--- config.mk ---
export PLATFORM = sky130hd
export DESIGN_NAME = cla_16_bit_ripple
export DESIGN_NICKNAME = d
export VERILOG_FILES = /design/src/rtl/cla_16_bit_ripple_pkg.sv /design/src/rtl/cla_16_bit_ripple_cla4.sv /design/src/rtl/cla_16_bit_ripple.sv
export SDC_FILE = /design/constraint.sdc
export NUM_CORES = 1
export LEC_CHECK = 0
export BUFFER_PORTS_ARGS = -buffer_cell sky130_fd_sc_hd__buf_2
export CAP_MARGIN = 20
export CORE_UTILIZATION = 50
export CTS_CLUSTER_SIZE = 10
export DETAILED_ROUTE_END_ITERATION = 10
export HOLD_SLACK_MARGIN = 0.12
export PLACE_DENSITY = 0.81
export SYNTH_ARGS = -nofsm -noshare
export SYNTH_HDL_FRONTEND = slang
export SYNTH_SLANG_ARGS = --single-unit
--- constraint.sdc ---
create_clock -name clk -period 4.6 [get_ports clk]
set_input_delay 0.69 -clock clk [delete_from_list [all_inputs] [get_ports clk]]
set_output_delay 0.69 -clock clk [all_outputs]
set_load 0.02 [all_outputs]
--- src/rtl/cla_16_bit_ripple_pkg.sv ---
// Shared widths for the 16-bit ripple-of-CLA-groups adder.
// The adder is built from 4-bit lookahead groups chained by ripple carry.
package cla_16_bit_ripple_pkg;
    localparam int ADDER_WIDTH     = 16;
    localparam int CLA_GROUP_WIDTH = 4;
    localparam int NUM_GROUPS      = ADDER_WIDTH / CLA_GROUP_WIDTH;
endpackage

--- src/rtl/cla_16_bit_ripple_cla4.sv ---
// Combinational 4-bit carry-lookahead group.
// Every internal carry and the group carry-out are flat sum-of-products of g/p/cin.
module cla_4_bit
    import cla_16_bit_ripple_pkg::*;
(
    input  logic [CLA_GROUP_WIDTH-1:0] a,
    input  logic [CLA_GROUP_WIDTH-1:0] b,
    input  logic                       cin,
    output logic [CLA_GROUP_WIDTH-1:0] sum,
    output logic                       cout
);

    logic [CLA_GROUP_WIDTH-1:0] g;
    logic [CLA_GROUP_WIDTH-1:0] p;
    logic [CLA_GROUP_WIDTH:0]   c;

    assign g = a & b;
    assign p = a ^ b;

    // Two-level form: no carry is built from the previous internal carry.
    assign c[0] = cin;
    assign c[1] = g[0]
                | (p[0] & cin);
    assign c[2] = g[1]
                | (p[1] & g[0])
                | (p[1] & p[0] & cin);
    assign c[3] = g[2]
                | (p[2] & g[1])
                | (p[2] & p[1] & g[0])
                | (p[2] & p[1] & p[0] & cin);
    assign c[4] = g[3]
                | (p[3] & g[2])
                | (p[3] & p[2] & g[1])
                | (p[3] & p[2] & p[1] & g[0])
                | (p[3] & p[2] & p[1] & p[0] & cin);

    assign sum  = p ^ c[CLA_GROUP_WIDTH-1:0];
    assign cout = c[CLA_GROUP_WIDTH];

endmodule

--- src/rtl/cla_16_bit_ripple.sv ---
// 16-bit registered adder: four CLA groups rippling carry, result captured each clk.
// Synchronous active-low reset clears sum and cout.
module cla_16_bit_ripple
    import cla_16_bit_ripple_pkg::*;
(
    input  logic                   clk,
    input  logic                   rst_n,
    input  logic [ADDER_WIDTH-1:0] a,
    input  logic [ADDER_WIDTH-1:0] b,
    input  logic                   cin,
    output logic                   cout,
    output logic [ADDER_WIDTH-1:0] sum
);

    logic [NUM_GROUPS-1:0][CLA_GROUP_WIDTH-1:0] grp_a;
    logic [NUM_GROUPS-1:0][CLA_GROUP_WIDTH-1:0] grp_b;
    logic [NUM_GROUPS-1:0][CLA_GROUP_WIDTH-1:0] grp_sum;
    logic [NUM_GROUPS:0]                        carry;

    assign grp_a    = a;
    assign grp_b    = b;
    assign carry[0] = cin;

    // Group i carry-out drives group i+1 carry-in.
    for (genvar i = 0; i < NUM_GROUPS; i++) begin : g_grp
        cla_4_bit u_cla (
            .a    (grp_a[i]),
            .b    (grp_b[i]),
            .cin  (carry[i]),
            .sum  (grp_sum[i]),
            .cout (carry[i+1])
        );
    end

    always_ff @(posedge clk) begin
        if (!rst_n) begin
            sum  <= '0;
            cout <= 1'b0;
        end else begin
            sum  <= grp_sum;
            cout <= carry[NUM_GROUPS];
        end
    end

endmodule

# Yosys cells after proc, flatten, opt, wreduce, memory -nomap -nowiden
# Cells that the tools add are included.
[totals]
reg_bits = 17
latchBits = 0
ramBits = 0
mem_bits_ro = 0
out_inout_bits = 17
mem_count = 0
[classes]
addsub = 0
mul = 0
n_div = 0
magnitude_cmp = 0
n_eq_ne = 0
n_shift = 0
mux = 0
bitwise_logic = 116
n_reduce_logical = 0
[ops]
columns = ["operator", "count"]
rows = [
  ["$and A1 B1 Y1", 64],
  ["$or A1 B1 Y1", 40],
  ["$xor A4 B4 Y4", 8],
  ["$and A4 B4 Y4", 4],
]

# Logic depth before layout (Yosys ltp)
[depth]
ltp_word = 13
mapped_depth = 9
mapped_depth_nobuf = 9

# Hierarchy
# Synthesis repeated with hierarchy kept, for this count alone.
[unflattened]
hier_cells = 95
area_unflattened_um2 = 1034.7
[modules_own_cells]
columns = ["module", "n_inst", "cells_each", "area_per_inst_um2"]
rows = [
  ["cla_16_bit_ripple", 1, 35, 474.2],
  ["cla_4_bit (g_grp[0].u_cla ...)", 2, 17, 147.6],
  ["cla_4_bit (g_grp[2].u_cla ...)", 2, 13, 132.6],
]

# Worst setup path before layout
# Ideal clock, no wire load.
[synth_timing]
path_type = "input to register"
start = "input port a[3]"
end = "register sum[13]"
setup_ns = 0.119
arrival_time_ns = 2.558
setup_slack_ns = 1.923
path_stages = 9
n_path_buf = 0
path_cell_list = "ha_1 > and2_4 > a221oi_4 > a21oi_1 > o21ai_0 > o21ai_0 > fa_1 > xnor2_1 > nor2_1"
[synth_between]
elab_chain_cells = 13
word_cells_on_any_way = 20
cone_classes = "bitwise (20)"
[synth_rtl]
columns = ["item", "line_no", "rtl"]
rows = [
  ["start: declaration", "cla_16_bit_ripple.sv:8", "input logic [ADDER_WIDTH-1:0] a,"],
  ["$xor A4 B4 Y4", "cla_16_bit_ripple_cla4.sv:18", "assign p = a ^ b;"],
  ["$and A1 B1 Y1 (on tied branches)", "--", ""],
  ["$or A1 B1 Y1 (tied with other cells)", "cla_16_bit_ripple_cla4.sv:32", "| (p[3] & g[2])"],
  ["$or A1 B1 Y1 (tied with other cells)", "cla_16_bit_ripple_cla4.sv:33", "| (p[3] & p[2] & g[1])"],
  ["$or A1 B1 Y1 or $and A1 B1 Y1 (tied branches)", "cla_16_bit_ripple_cla4.sv:34, cla_16_bit_ripple_cla4.sv:35", ""],
  ["$or A1 B1 Y1 (*)", "cla_16_bit_ripple_cla4.sv:35", "| (p[3] & p[2] & p[1] & p[0] & cin);"],
  ["$and A1 B1 Y1 (*)", "cla_16_bit_ripple_cla4.sv:35", ""],
  ["$or A1 B1 Y1 (*)", "cla_16_bit_ripple_cla4.sv:35", ""],
  ["$and A1 B1 Y1 (*)", "cla_16_bit_ripple_cla4.sv:35", ""],
  ["$or A1 B1 Y1 (*)", "cla_16_bit_ripple_cla4.sv:35", ""],
  ["$and A1 B1 Y1 (*)", "cla_16_bit_ripple_cla4.sv:23", "| (p[0] & cin);"],
  ["$or A1 B1 Y1 (*)", "cla_16_bit_ripple_cla4.sv:23", ""],
  ["$xor A4 B4 Y4 (*)", "cla_16_bit_ripple_cla4.sv:37", "assign sum = p ^ c[CLA_GROUP_WIDTH-1:0];"],
  ["end signal: assignment", "cla_16_bit_ripple.sv:40", "sum <= grp_sum;"],
  ["end: declaration", "cla_16_bit_ripple.sv:12", "output logic [ADDER_WIDTH-1:0] sum"],
]
# Mark *: on every way between the ends. The rest lies on a longest branch, timed or not.
# A chain may end at the register's enable or synchronous reset.

# Final worst setup path
# Ends and elaborated chain as after synthesis.

==> summary.txt <==
Hold path
  • Hold wc startpoint: b[8]
  • Min-Delay Path Class: input port to register
  • WHS Path Cells: 3
  • Hold Path Sink: sum[8]$_SDFF_PN0_

Routing
  • Routed vias: 1101
  • Final Routed Wirelength: 2410 um
  • Initial DRC Count: 15
  • Post-route DRC violation count: 0
  • WL/cell: 11.8 um
  • Routed Antenna Nets: 0
  • Vias per cell: 5.37
  • First-pass iteration count of the detailed router: 4

GRT
  • Gr usage total: 21.0%
  • Largest net degree at the start of global routing: 17
  • Antenna violations before repair: 0
  • First-pass GRT wire length: 4190 um
  • Overflow after GRT: 0
  • Vias in the first global route: 1047

Clock tree
  • Post-cts repair resize count: 0
  • Hold Buf Count CTS: 0
  • CTS max path bufs: 2
  • Root Driver: clkbuf_4
  • Postcts setup bufs: 0
  • Clock transition at path regs: 0.10 ns
  • H-tree Lvls: 1
  • Sink Count: 17
  • TritonCTS clock tree: built
  • Cts bufs inserted: 3

Timing
  • Setup WS post-layout: 1.95 ns
  • Max Clk Rate: 0.377 GHz
  • Worst slew margin: 69.9%
  • Setup TNS: 0 ns
  • Slew @ Worst Pin: 0.450 ns
  • Fin crit share: 57.7%
  • Final hold violations: 0
  • Post-route minimum period: 2.65 ns
  • Final setup vio count: 0
  • Final Max Tran Viols: 0
  • Unrepaired setup endpoints after global routing: false

Floorplan
  • Die area: 2580 um2
  • Row Count: 17
  • Initial core utilization: 53.3%
  • Total core area: 2230 um2
  • Die H: 50.8 um
  • DIE WIDTH: 50.8 um
  • I/O Pins: 52

Logic synthesis
  • Avg Cell Area, Syn: 9.68 um2
  • Mapped Cells: 123
  • Register area share after synthesis: 28.6%
  • Library cells used by synthesis: 35
  • Top post-synthesis cells by count: dfxtp_1, ha_1, nor2_1
  • Most area-hungry cell type in the Yosys netlist: dfxtp_1
  • Yosys reg bits: 17
  • Post-synth top area share: 28.6%
  • Yosys Warn Count: 0
  • Mapped Area: 1190 um2
  • Ys flop type: dfxtp_1
  • Number of synthesized flops with an enable pin: 0
  • Synth area leaders: dfxtp_1, ha_1, fa_1, nor2_1, nand2_1
  • Mapped Nets: 178
  • Ys async rst share: 0%
  • Cell with the most instances after synthesis: dfxtp_1

Worst setup path
  • Most common cell on crit path: o21ai_0
  • CP max stage delay: 0.39 ns
  • Req. time, crit path: 4.80 ns
  • CP max stage cell: fa_1
  • Cell family with most CP delay: compound AO/OA/AOI/OAI gates
  • Critical Path, Cell by Cell: buf_2 > ha_1 > and2_4 > a221oi_4 > a21oi_1 > o21ai_0 > o21ai_0 > fa_1 > xnor2_1 > nor2_1
  • CP Capture Type: register
  • Bufs and invs on worst path: 1
  • Critical path type: input port to register
  • Stages on the worst setup path: 10
  • CP Max Fanout: 3
  • Startpoint Class: input port
  • CP Data Arrival Time: 2.85 ns

Final layout
  • Final #Nets: 233
  • Finished Layout Cells: 205
  • Share of cells above drive strength 1: 35.0%
  • # diodes: 0
  • Area grow syn2layout: 26.4%

Status
  • Status: finished clean

Placement
  • Placer congestion estimate: 0.759
  • DP Worst Slack: 1.64 ns
  • DP HPWL: 2030 um
  • Placed insts: 201
  • Buffers on Ports: 51

Pwr
  • Pwr dens: 279 nW/um2
  • Lkg Pwr: 0.771 nW
  • VDD IR max: 0.193 mV

Flow run
  • Max cap viols: 0
==> layout by cell type, fill, tap and decap left out, types with 2 or more instances in the layout <==
cell / netlist / layout
a21o_1: 4 / 4
a21oi_1: 6 / 6
and2_1: 4 / 4
and3_1: 3 / 3
buf_2: 0 / 51
clkbuf_4: 0 / 3
dfxtp_1: 17 / 17
fa_1: 4 / 4
ha_1: 16 / 16
inv_1: 4 / 4
mux2i_1: 3 / 3
nand2_1: 10 / 10
nand2b_1: 5 / 5
nand3b_1: 2 / 2
nand4_1: 2 / 2
nor2_1: 12 / 12
nor3_1: 3 / 3
nor3b_1: 2 / 2
o21ai_0: 4 / 4
or4_1: 2 / 2
xnor2_1: 3 / 3
xor2_1: 2 / 2
==> layout make-up <==
class | count | area, um2
sequential | 17 | 340
clock inverter | 1 | 5.00
multi-input combinational | 101 | 832
timing repair buffer | 51 | 255
inverter | 4 | 15.0
clock buffer | 3 | 22.5
tap | 28 | 35.0
fill | 193 | 728
==> layer usage <==
| metal | up-vias | part of all wire, % | track usage [%] |
|---|---|---|---|
| li1 | 556 | - | - |
| met4 | 0 | 0.87 | 6.02 |
| met3 | 2 | 5.4 | 3.87 |
| met5 | - | 0 | 0 |
| met2 | 39 | 49 | 38.0 |
| met1 | 504 | 44 | 25.0 |
==> flip-flops by register name (all words and copies together) (netlist names) <==
register,cells
sum,16
cout,1
==> worst max path at each step <==
stage | start | end | slack, ns
after floorplan | a[3] | sum[13]$_SDFF_PN0_ | 1.92
after global placement | a[3] | sum[13]$_SDFF_PN0_ | 1.69
after detailed placement | a[3] | sum[13]$_SDFF_PN0_ | 1.64
after CTS | a[3] | sum[13]$_SDFF_PN0_ | 1.94
after global routing | a[3] | sum[13]$_SDFF_PN0_ | 1.78
final | a[3] | sum[13]$_SDFF_PN0_ | 1.95
==> power by group <==
| group | internal (mW) | switching, mW | total (mW) |
|---|---|---|---|
| Combinational | 0.0738 | 0.0950 | 0.169 |
| Sequential | 0.166 | 0.00399 | 0.170 |
| Clock | 0.0324 | 0.0490 | 0.0814 |
| Total | 0.273 | 0.148 | 0.421 |
==> cells by family (layout without fill, tap and decap cells) <==
group | count (synthesis) | after routing | share of synthesized area [%]
adder cells (fa/ha/maj) | 20 | 20 | 23.5
AND/OR/NAND/NOR | 48 | 48 | 22.0
flip-flops | 17 | 17 | 28.6
buffers and inverters | 5 | 59 | 1.57
multiplexers | 4 | 4 | 3.47
XOR/XNOR | 5 | 5 | 3.68
AO/OA/AOI/OAI | 24 | 24 | 17.2
==> worst min-delay path, stage by stage <==
cell	delay, ns
buf_2	0.10
fa_1	0.14
and2_1	0.11
==> stage by stage <==
stage	cell area, um2	util [%]	hold slack (ns)	total power, mW
final	1510	67.4	0.775	0.421
after global routing	1510	67.4	0.774	0.450
after CTS	1510	67.4	0.769	0.423
after detailed placement	1480	66.2	1.08	0.343
after global placement	1480	66.2	1.07	0.338
after floorplan	1190	-	0.842	0.291
No activity file was read; power rests on OpenSTA's default activity.
